===== config.mk =====
export PLATFORM = sky130hd
export DESIGN_NAME = fwft_rr_scheduler
export DESIGN_NICKNAME = d
export VERILOG_FILES = /design/src/rtl/fwft_sched_pkg.sv /design/src/rtl/rr_pick.sv /design/src/rtl/fwft_rr_scheduler.sv
export SDC_FILE = /design/constraint.sdc
export NUM_CORES = 1
export LEC_CHECK = 0
export CORE_MARGIN = 2
export CORE_UTILIZATION = 60
export DETAILED_ROUTE_END_ITERATION = 8
export DONT_BUFFER_PORTS = 1
export PLACE_DENSITY = 0.84
export SLEW_MARGIN = 20
export SYNTH_ARGS = -nofsm -noshare
export SYNTH_HDL_FRONTEND = slang
export SYNTH_SLANG_ARGS = --single-unit

===== constraint.sdc =====
create_clock -name rclk -period 2.2 [get_ports rclk]
set_input_delay 0.22 -clock rclk [delete_from_list [all_inputs] [get_ports rclk]]
set_output_delay 0.22 -clock rclk [all_outputs]
set_load 0.005 [all_outputs]

===== src/rtl/fwft_sched_pkg.sv =====
// Shared definitions for the FWFT round-robin scheduler: FSM encoding and
// the width of the optional per-source transfer counters.
package fwft_sched_pkg;

   typedef enum logic {
      ST_IDLE  = 1'b0,
      ST_BURST = 1'b1
   } state_t;

   localparam int XFER_CNT_W = 16;

endpackage


===== src/rtl/rr_pick.sv =====
// Combinational round-robin picker: returns the first requesting index found
// scanning last+1, last+2, ... with wrap, so 'last' itself has lowest priority.
module rr_pick
   import fwft_sched_pkg::*;
#(
   parameter int N  = 4,
   parameter int IW = $clog2(N)
) (
   input  logic [N-1:0]  req,
   input  logic [IW-1:0] last,
   output logic          any,
   output logic [IW-1:0] idx
);

   always_comb begin
      logic          found;
      int            cand;
      logic [IW-1:0] cand_idx;
      any      = |req;
      idx      = '0;
      found    = 1'b0;
      cand     = 0;
      cand_idx = '0;
      for (int k = 1; k <= N; k++) begin
         cand     = (int'(last) + k) % N;
         cand_idx = IW'(cand);
         if (!found && req[cand_idx]) begin
            idx   = cand_idx;
            found = 1'b1;
         end
      end
   end

endmodule


===== src/rtl/fwft_rr_scheduler.sv =====
// Round-robin burst scheduler draining NUM_SRC FWFT read ports into one valid/ready stream.
// Optional per-source transfer counters are enabled with the macro FWFT_SCHED_XFER_CNT_EN.
module fwft_rr_scheduler
   import fwft_sched_pkg::*;
#(
   parameter int  NUM_SRC   = 4,
   parameter int  DW        = 8,
   parameter int  BURST_LEN = 4,
   localparam int SW        = $clog2(NUM_SRC)
) (
   input  logic                  rclk,
   input  logic                  rrst_n,
   input  logic [NUM_SRC-1:0]    src_empty,
   input  logic [NUM_SRC*DW-1:0] src_data,
   output logic [NUM_SRC-1:0]    src_rd_en,
   output logic                  m_valid,
   input  logic                  m_ready,
   output logic [DW-1:0]         m_data,
   output logic [SW-1:0]         m_src,
   output logic                  m_last
`ifdef FWFT_SCHED_XFER_CNT_EN
   ,
   input  logic                          cnt_clr,
   output logic [NUM_SRC*XFER_CNT_W-1:0] xfer_cnt
`endif
);

   state_t        state, state_nxt;
   logic [SW-1:0] grant, grant_nxt;
   logic [SW-1:0] last_grant, last_grant_nxt;
   logic [7:0]    beat_cnt, beat_cnt_nxt;
   logic          pick_any;
   logic [SW-1:0] pick_idx;
   logic          head_empty;
   logic [DW-1:0] head_data;
   logic          in_burst;
   logic          final_beat;
   logic          xfer;

   rr_pick #(
      .N  (NUM_SRC),
      .IW (SW)
   ) u_pick (
      .req  (~src_empty),
      .last (last_grant),
      .any  (pick_any),
      .idx  (pick_idx)
   );

   always_comb begin
      head_empty = 1'b1;
      head_data  = '0;
      for (int i = 0; i < NUM_SRC; i++) begin
         if (grant == SW'(i)) begin
            head_empty = src_empty[i];
            head_data  = src_data[i*DW +: DW];
         end
      end
   end

   // The granted FWFT head passes straight through; a stall simply leaves it in place.
   always_comb begin
      in_burst   = (state == ST_BURST);
      m_valid    = in_burst & ~head_empty;
      m_data     = in_burst ? head_data : '0;
      m_src      = in_burst ? grant : '0;
      final_beat = (beat_cnt == 8'(BURST_LEN - 1));
      m_last     = m_valid & final_beat;
      xfer       = m_valid & m_ready;
      src_rd_en  = '0;
      for (int i = 0; i < NUM_SRC; i++) begin
         if (xfer && (grant == SW'(i))) begin
            src_rd_en[i] = 1'b1;
         end
      end
   end

   always_comb begin
      state_nxt      = state;
      grant_nxt      = grant;
      last_grant_nxt = last_grant;
      beat_cnt_nxt   = beat_cnt;
      case (state)
         ST_IDLE: begin
            if (pick_any) begin
               state_nxt    = ST_BURST;
               grant_nxt    = pick_idx;
               beat_cnt_nxt = '0;
            end
         end
         ST_BURST: begin
            // A dry source ends the grant early so others are not blocked by an idle producer.
            if (head_empty) begin
               state_nxt      = ST_IDLE;
               last_grant_nxt = grant;
            end else if (xfer) begin
               if (final_beat) begin
                  state_nxt      = ST_IDLE;
                  last_grant_nxt = grant;
                  beat_cnt_nxt   = '0;
               end else begin
                  beat_cnt_nxt = beat_cnt + 8'd1;
               end
            end
         end
         default: state_nxt = ST_IDLE;
      endcase
   end

   always_ff @(posedge rclk or negedge rrst_n) begin
      if (!rrst_n) begin
         state      <= ST_IDLE;
         grant      <= '0;
         last_grant <= SW'(NUM_SRC - 1);
         beat_cnt   <= '0;
      end else begin
         state      <= state_nxt;
         grant      <= grant_nxt;
         last_grant <= last_grant_nxt;
         beat_cnt   <= beat_cnt_nxt;
      end
   end

`ifdef FWFT_SCHED_XFER_CNT_EN
   always_ff @(posedge rclk or negedge rrst_n) begin
      if (!rrst_n) begin
         xfer_cnt <= '0;
      end else if (cnt_clr) begin
         xfer_cnt <= '0;
      end else begin
         for (int i = 0; i < NUM_SRC; i++) begin
            if (src_rd_en[i]) begin
               xfer_cnt[i*XFER_CNT_W +: XFER_CNT_W] <= xfer_cnt[i*XFER_CNT_W +: XFER_CNT_W] + 1'b1;
            end
         end
      end
   end
`endif

endmodule


==> impl_metrics.ini <==
[yosys]
syn_area_um2 = 1070
yosys_warnings = 0
synth_flop_cell = dfrtp_1
synth-seq-cells = 13
synth_top_area_cell = dfrtp_1
synth_cell_types = 35
synth_edf_count = 0
synth_cells = 112
ys_async_sr_fraction_pct = 100
synth.top_cell.area_share_pct = 25.8
yosysSeqAreaShare_pct = 30.8
synth_fp_nets = 152
ys_top_cells_by_count = and2_1 (12), o21ai_0 (12), dfrtp_1 (11)
synthTopCellsByArea = dfrtp_1 (26%), mux4_2 (13%), and2_1 (7.0%)
syn_area_per_cell_um2 = 9.52

[timing]
rsz0062_at_grt = false
fmax_ghz = 0.473
fin_tns_setup_ns = 0
slew_headroom_pct = 59.5
worstMarginPinSlew_ns = 0.606
slew_violations = 0
finalCriticalPeriod_ns = 2.11
worst_slack_ns = 0.0869
setup_viol = 0
finalClockSkew_ns = 0.00377
hold_viol = 0
finalCritPeriodShare_pct = 96.1

[cts]
clk_latency_ns = 0.28
cts_made_buffers = 3
root_buffer = clkbuf_4
cts.clk_slew.worst_paths_ns = 0.08
clock_sinks = 13
h-tree-depth = 1
clockBufferDepth = 2
cts_tree = done

[drt]
wl_met2_um = 1260
met1_length_um = 952
num_vias = 931
ant_nets = 0
drt-total-wl_um = 2490
dr.pass1.iters = 4
met3_length_um = 238
drc_errors = 0
wl_per_cell_um = 19.0
top_layer_used = met4
drt_iter0_drc = 34
viasPerCell = 7.11

[critical_path]
cp.arrival_ns = 1.89
reg2reg_to = last_grant[1]
critical-path-max-stage-delay_ns = 0.46
r2r-start = beat_cnt[1]
critPathBufInv = 0
worstPathMaxFanout = 4
rrSetupSlack_ns = 0.27
path_cells = ha_4 -> or4b_4 -> or4_4 -> nor2_2
critPathSlowestCell = or4b_4
path_class = flop to output pin
crit_family = simple AND/OR/NAND/NOR gates
required_ns = 1.98
worst_setup_path_start_kind = flop
reg2regPathDepth = 5
endpoint_kind = output pin

[global_routing]
grt_pass1_vias = 800
grt_pass1_wl_um = 3570
grt_max_degree = 18
antenna_found_initial = 0
grt.overflow.total = 0
grtUsageTotal_pct = 24.3

[min_path]
hold_depth = 2
min_to = beat_cnt[5]
hold_class = input pin to flop
hold_start = m_ready

[power]
power_uw = 1270
leakage_uw = 0.000465
power_density_nw_per_um2 = 1120
ir_drop_mv = 0.807

[cells_and_area]
drive_gt1_share_pct = 19.3
area_growth_pct = 6.69
nets = 155
diodes = 0

[die]
die_w_um = 46.2
core_um2 = 1690
pin_count = 55
die_h_um = 46.2
rows = 15
die_area_um2 = 2130
initial_core_util_pct = 63.1

[status]
status = completed

[place]
post-place-ws_ns = 0.261
hpwl_um = 1890
io_buffers = 0
gp_congestion = 0.840

[flow_run]
maxCapViolations = 0
-- registers in the layout (all words and copies together), names as in the netlist --
signal and cells:
beat_cnt 8, grant 2, in_burst 1, last_grant 2
-- layout make-up --
class,count,area [µm²]
Inverter,3,11.3
Clock buffer,4,26.3
Fill cell,137,552
Multi-Input combinational cell,90,717
Timing Repair Buffer,4,32.5
Tap cell,17,21.3
Sequential cell,13,329
-- power by group --
part | switching, µW | internal, µW | total, µW
Combinational | 305 | 362 | 667
Sequential | 141 | 317 | 457
Clock | 78.6 | 70.6 | 149
-- worst max path at each step --
| stage | from | cells after the start | end | slack [ns] |
|---|---|---|---|---|
| after global routing | beat_cnt[0] | 4 | m_last | 0.03 |
| after global placement | beat_cnt[0] | 5 | last_grant[0] | 0.35 |
| after CTS | beat_cnt[0] | 4 | m_last | 0.02 |
| after detailed placement | beat_cnt[0] | 5 | last_grant[1] | 0.26 |
| after floorplan | beat_cnt[0] | 4 | m_last | 0.43 |
| final | beat_cnt[1] | 4 | m_last | 0.09 |
-- worst register-to-register path: stages (launching register included) --
cell and delay [ns]:
dfrtp_1 0.41, ha_4 0.17, or4b_4 0.47, nor4_1 0.30, o21ai_0 0.19, mux2_2 0.33
-- kinds of logic (layout without fill, tap and decap cells) --
family / Yosys count / after routing / synth area share (%)
compound gates: 28 / 28 / 15.7
buf+inv: 9 / 11 / 4.11
fa+ha+maj: 1 / 1 / 1.17
flops: 13 / 13 / 30.8
mux: 14 / 14 / 23.6
simple gates: 47 / 47 / 24.6
-- per-stage QoR --
step                      instance area (µm²)  utilization (%)  instances  hold slack, ns
after floorplan                          1070                -        112         -0.0756
after global placement                   1080             63.8        126         -0.0753
after detailed placement                 1080             63.8        126         -0.0753
after CTS                                1120             66.1        131           0.105
after global routing                     1140             67.3        131           0.127
final                                    1140             67.3        131           0.101
-- layer usage --
layer  vias up  GRT usage (%)
met5         -              0
met4         0           10.3
met3         4           7.84
met2        53           38.1
met1       441           30.5
li1        433              -
-- timing repair --
action	4_1_cts	5_1_grt
hold endpoints to repair	13	0
gates cloned	0	0
buffers inserted	0	0
resized for setup	1	5
hold buffers	1	0
pin swaps	0	1
endpoints found under the setup margin	1	2
-- placed cells by master, fill, tap and decap left out, types with 3 or more instances in the layout --
| master | n |
|---|---|
| mux2_2 | 3 |
| mux2i_1 | 3 |
| a21oi_1 | 4 |
| dfrtp_1 | 10 |
| nor2_1 | 6 |
| o21ai_1 | 4 |
| nand2_1 | 9 |
| buf_4 | 3 |
| nand4_1 | 4 |
| and3_1 | 3 |
| o21ai_0 | 12 |
| clkbuf_4 | 3 |
| inv_1 | 3 |
| and2_1 | 12 |
| mux4_2 | 6 |
(Power assumes the default switching activity.)
